$ cat src/rtl/alu_ctrl_pipe.sv
// rtl/alu_ctrl_pipe.sv - registered ALU control decoder with valid/ready output, multiply sequencing and op counter (optional multiply: ALU_CTRL_MULT_EN)
module alu_ctrl_pipe #(
    parameter int MULT_CYCLES = 4,
    parameter int CNT_W       = 16
) (
    input  logic             clk,
    input  logic             reset,
    input  logic [1:0]       aluOp,
    input  logic [5:0]       funct,
    input  logic             inValid,
    output logic             inReady,
    output logic             outValid,
    input  logic             outReady,
    output logic [3:0]       aluOpSig,
    output logic             illegal,
    output logic             busy,
    output logic [CNT_W-1:0] opCount
);

    // Reject a multiply length that cannot be sequenced
    generate
        if (MULT_CYCLES < 1) begin : g_bad_mult_cycles
            $error("alu_ctrl_pipe: MULT_CYCLES must be at least 1");
        end
    endgenerate

    // ALU operation select encodings
    localparam logic [3:0] OP_AND = 4'b0000;
    localparam logic [3:0] OP_OR  = 4'b0001;
    localparam logic [3:0] OP_ADD = 4'b0010;
    localparam logic [3:0] OP_SUB = 4'b0110;
    localparam logic [3:0] OP_SLT = 4'b0111;
    localparam logic [3:0] OP_MUL = 4'b1000;
    localparam logic [3:0] OP_BAD = 4'b1111;

    // R-type function codes understood by the decoder
    localparam logic [5:0] FN_ADD  = 6'b100000;
    localparam logic [5:0] FN_SUB  = 6'b100010;
    localparam logic [5:0] FN_AND  = 6'b100100;
    localparam logic [5:0] FN_OR   = 6'b100101;
    localparam logic [5:0] FN_SLT  = 6'b101010;
    localparam logic [5:0] FN_MULT = 6'b011000;

    typedef enum logic [1:0] {
        S_IDLE  = 2'd0,
        S_VALID = 2'd1,
        S_MULT  = 2'd2
    } state_t;

    state_t state;
    state_t state_next;

    logic [3:0] dec_op;
    logic       dec_ill;
    logic       accept;

`ifdef ALU_CTRL_MULT_EN
    // Counter only needs to hold MULT_CYCLES-1
    localparam int MC_W = (MULT_CYCLES > 1) ? $clog2(MULT_CYCLES) : 1;
    localparam logic [MC_W-1:0] MC_LOAD = MC_W'(MULT_CYCLES - 1);

    logic            dec_mult;
    logic [MC_W-1:0] mult_cnt;
`endif

    // Decode the request; aluOp[1] selects R-type decoding of funct
    always_comb begin
        dec_op  = OP_BAD;
        dec_ill = 1'b0;
`ifdef ALU_CTRL_MULT_EN
        dec_mult = 1'b0;
`endif
        if (aluOp[1]) begin
            case (funct)
                FN_ADD: dec_op = OP_ADD;
                FN_SUB: dec_op = OP_SUB;
                FN_AND: dec_op = OP_AND;
                FN_OR:  dec_op = OP_OR;
                FN_SLT: dec_op = OP_SLT;
                FN_MULT: begin
`ifdef ALU_CTRL_MULT_EN
                    dec_op   = OP_MUL;
                    dec_mult = 1'b1;
`else
                    // Without the multiplier this code is unsupported
                    dec_op  = OP_BAD;
                    dec_ill = 1'b1;
`endif
                end
                default: begin
                    dec_op  = OP_BAD;
                    dec_ill = 1'b1;
                end
            endcase
        end else if (aluOp[0]) begin
            dec_op = OP_SUB;
        end else begin
            dec_op = OP_ADD;
        end
    end

    assign accept = inValid && inReady;

    // State register
    always_ff @(posedge clk or posedge reset) begin
        if (reset) begin
            state <= S_IDLE;
        end else begin
            state <= state_next;
        end
    end

    // Next-state logic
    always_comb begin
        state_next = state;
        case (state)
            S_IDLE: begin
                if (accept) begin
`ifdef ALU_CTRL_MULT_EN
                    state_next = dec_mult ? S_MULT : S_VALID;
`else
                    state_next = S_VALID;
`endif
                end
            end
`ifdef ALU_CTRL_MULT_EN
            S_MULT: begin
                if (mult_cnt == '0) begin
                    state_next = S_VALID;
                end
            end
`endif
            S_VALID: begin
                if (outReady) begin
                    if (inValid) begin
`ifdef ALU_CTRL_MULT_EN
                        state_next = dec_mult ? S_MULT : S_VALID;
`else
                        state_next = S_VALID;
`endif
                    end else begin
                        state_next = S_IDLE;
                    end
                end
            end
            default: state_next = S_IDLE;
        endcase
    end

    // Handshake and status outputs derived from the current state
    always_comb begin
        inReady  = 1'b0;
        outValid = 1'b0;
        busy     = 1'b0;
        case (state)
            S_IDLE:  inReady = 1'b1;
            // A consumer taking the output frees the slot in the same cycle
            S_VALID: begin
                outValid = 1'b1;
                inReady  = outReady;
            end
`ifdef ALU_CTRL_MULT_EN
            S_MULT:  busy = 1'b1;
`endif
            default: inReady = 1'b0;
        endcase
    end

    // Result register: loaded only on accept so a stalled output holds steady
    always_ff @(posedge clk or posedge reset) begin
        if (reset) begin
            aluOpSig <= 4'b0000;
            illegal  <= 1'b0;
        end else if (accept) begin
            aluOpSig <= dec_op;
            illegal  <= dec_ill;
        end
    end

    // Issued-operation counter; illegal requests count too, wraps naturally
    always_ff @(posedge clk or posedge reset) begin
        if (reset) begin
            opCount <= '0;
        end else if (accept) begin
            opCount <= opCount + 1'b1;
        end
    end

`ifdef ALU_CTRL_MULT_EN
    // Multiply sequence counter: loaded on a multiply accept, counts down while busy
    always_ff @(posedge clk or posedge reset) begin
        if (reset) begin
            mult_cnt <= '0;
        end else if (accept && dec_mult) begin
            mult_cnt <= MC_LOAD;
        end else if (state == S_MULT && mult_cnt != '0) begin
            mult_cnt <= mult_cnt - 1'b1;
        end
    end
`endif

endmodule

$ cat config.mk
export PLATFORM = sky130hd
export DESIGN_NAME = alu_ctrl_pipe
export DESIGN_NICKNAME = d
export VERILOG_FILES = /design/src/rtl/alu_ctrl_pipe.sv
export SDC_FILE = /design/constraint.sdc
export NUM_CORES = 1
export LEC_CHECK = 0
export CORE_MARGIN = 4
export CORE_UTILIZATION = 44
export CTS_CLUSTER_DIAMETER = 30
export DETAILED_ROUTE_END_ITERATION = 10
export HOLD_SLACK_MARGIN = 0.06
export PLACE_DENSITY = 0.88
export SLEW_MARGIN = 30
export SYNTH_ARGS = -nofsm -noshare
export SYNTH_HDL_FRONTEND = slang
export SYNTH_SLANG_ARGS = --single-unit
$ cat constraint.sdc
create_clock -name clk -period 1.65 [get_ports clk]
set_input_delay 0.2475 -clock clk [delete_from_list [all_inputs] [get_ports clk]]
set_output_delay 0.2475 -clock clk [all_outputs]
set_load 0.02 [all_outputs]
==> flow_summary_export.csv <==
group,metric,value,unit
run_status,status,"finished clean",
cells_and_area,antenna_cells,0,
setup_path,path_delay_family,"buffers and inverters",
sta,hold_viol_final,0,
cts,clkSlewWorstSetupHoldPaths,0.12,ns
floorplan,dieArea,3210,µm²
route,dr.first_iter.drc_count,6,
setup_path,cp_slowest_cell,"clkdlybuf4s50_1",
floorplan,initial_core_util,0.467,
sta,period_share,0.965,
cts,cts-buffers-inserted,3,
sta,whs,0.282,ns
setup_path,critPathCaptureType,"output pin",
logic_synthesis,yosysWarnings,0,
pwr,vdd_drop_max,0.000598,V
floorplan,coreArea,2230,µm²
placement,gp_congestion,0.725,
cts,cts_sinks,22,
global_routing,grt_usage,0.164,
setup_path,cp_max_fo,3,
sta,final_max_slew_viol_count,0,
logic_synthesis,yosysMostFrequentCell,"dfrtp_1",
logic_synthesis,syn_avg_cell_area,11.0,µm²
worst_hold_path,worstHoldPathType,"in2async",
global_routing,grt_pass1_vias,888,
logic_synthesis,synth_edf_count,0,
pwr,power,1.50,mW
cts,cts_tree,"yes",
global_routing,antenna_found_initial,0,
sta,setup_violations,0,
cts,htreeDepth,1,
logic_synthesis,synthFlopType,"dfrtp_1",
logic_synthesis,yosysTopAreaCell,"dfrtp_1",
sta,fmax,628,MHz
cts,clockBufferDepth,2,
global_routing,overflow,0,
logic_synthesis,synth_top_area_frac,0.528,
job,maxCapViolCount,0,
setup_path,reg2reg_slack,0.31,ns
sta,fin_crit,1.59,ns
route,drc,0,
route,ant_nets,0,
setup_path,critPathMaxStageDelay,0.63,ns
logic_synthesis,syn_nets,108,
sta,timing.setup.tns,0,ns
route,routed_via_density,5.12,
global_routing,grt_pass1_wl,4020,µm
logic_synthesis,synthArstFlopShare,1.00,
cts,clockRootBuffer,"clkbuf_4",
cells_and_area,fin_nets,147,
cells_and_area,drive_above_1_share,0.106,
pwr,p_per_area,1030,nW/µm²
floorplan,num_rows,17,
placement,place_hpwl,1890,µm
logic_synthesis,synth_cell_types,28,
route,vias,819,
sta,clock_skew,0.00557,ns
floorplan,die_y,56.7,µm
logic_synthesis,synth_area,1040,µm²
setup_path,cp-start-kind,"register",
floorplan,ios,36,
floorplan,fp.dieW,56.7,µm
pwr,leakagePower,0.762,nW
logic_synthesis,synth_top_cells_by_count,"22 x dfrtp_1, 12 x nand2_1, 10 x xnor2_1",
logic_synthesis,ys_ff_latch,22,
global_routing,grt_max_degree,23,
placement,io_buffers,34,
cells_and_area,syn_to_final_growth,40.2,%
placement,place_area,1420,µm²
route,first_pass_iters,4,
cts,hold_buffers,0,
logic_synthesis,synthCells,95,
setup_path,cp_num_buf_inv,1,
logic_synthesis,synth_area_leaders,"dfrtp_1 53%, xnor2_1 8.4%, nand3_2 4.8%",
cells_and_area,fin_util,0.654,
cts,clk_latency,0.30,ns
sta,rsz0062_at_grt,"false",
setup_path,crit_type,"reg2out",
setup_path,worstPathArrival,1.35,ns
setup_path,cp.required,1.40,ns
setup_path,cp_cell_sequence,"clkdlybuf4s50_1",
cells_and_area,fin_area,1460,µm²
cts,post_cts_buffers,0,
route,wl,2380,µm
logic_synthesis,ys_seq_area_frac,0.528,
route,wl_per_cell,14.9,µm
-- report_power, final --
part,internal [mW],switching [mW],total [mW]
Combinational,0.254,0.269,0.523
Clock,0.0850,0.152,0.237
Sequential,0.632,0.106,0.739
-- registers in the layout (all words and copies together) (netlist names) --
name / count
opCount: 16
aluOpSig: 4
illegal: 1
state: 1
-- per-stage QoR --
step,cells,worst slack (ns)
finish,160,0.0570
global route,160,0.00332
CTS,160,0.00746
detailed placement,157,-0.0328
global placement,157,-0.0397
floorplan,95,0.198
-- final timing paths --
check,startpoint,to,depth (start not counted)
setup reg to reg,opCount[2],opCount[15],5
min in group clk,opCount[15],opCount[15],1
setup / recovery,opCount[12],opCount[12],1
hold / removal,reset,aluOpSig[0],3
max in group asynchronous,reset,opCount[7],3
hold reg to reg,opCount[15],opCount[15],1
-- area by class of cell --
cell class              instances  area (µm²)
fillers                       197         772
flip-flops and latches         22         551
multi-input cells              68         464
repair buffers                 37         382
well taps                      28        35.0
clock buffers                   3        22.5
inverters                       2        7.51
-- logic make-up after synthesis --
logic type / synth area share
DFF: 0.528
adders and majority gates: 0.0120
buffers and inverters: 0.0264
AOI/OAI and AO/OA: 0.0516
and+or+nand+nor: 0.252
other: 0.00360
xor gates and xnor gates: 0.126
-- placed cells by master (no fill, tap or decap), types with 3 or more instances in the layout --
| cell | instances |
|---|---|
| nand2_1 | 12 |
| xnor2_1 | 10 |
| nand3_1 | 5 |
| clkdlybuf4s50_1 | 22 |
| nand3_2 | 5 |
| dlymetal6s2s_1 | 9 |
| dlygate4sd2_1 | 3 |
| clkbuf_4 | 3 |
| and3_1 | 3 |
| buf_4 | 3 |
| nor2_1 | 5 |
| dfrtp_1 | 22 |
| nor2b_1 | 3 |
| xor2_1 | 5 |
-- per-layer routing --
| layer | GRT usage | part of all wire |
|---|---|---|
| met4 | 0.0610 | 0.013 |
| met3 | 0.0483 | 0.084 |
| met2 | 0.315 | 0.53 |
| met1 | 0.161 | 0.38 |
| met5 | 0 | 0 |
-- repair_timing --
item	in CTS	in global routing
setup endpoints to repair	3	9
resized for setup	3	9
pin swaps	0	0
Note: power is estimated with default switching activity, not from simulation.
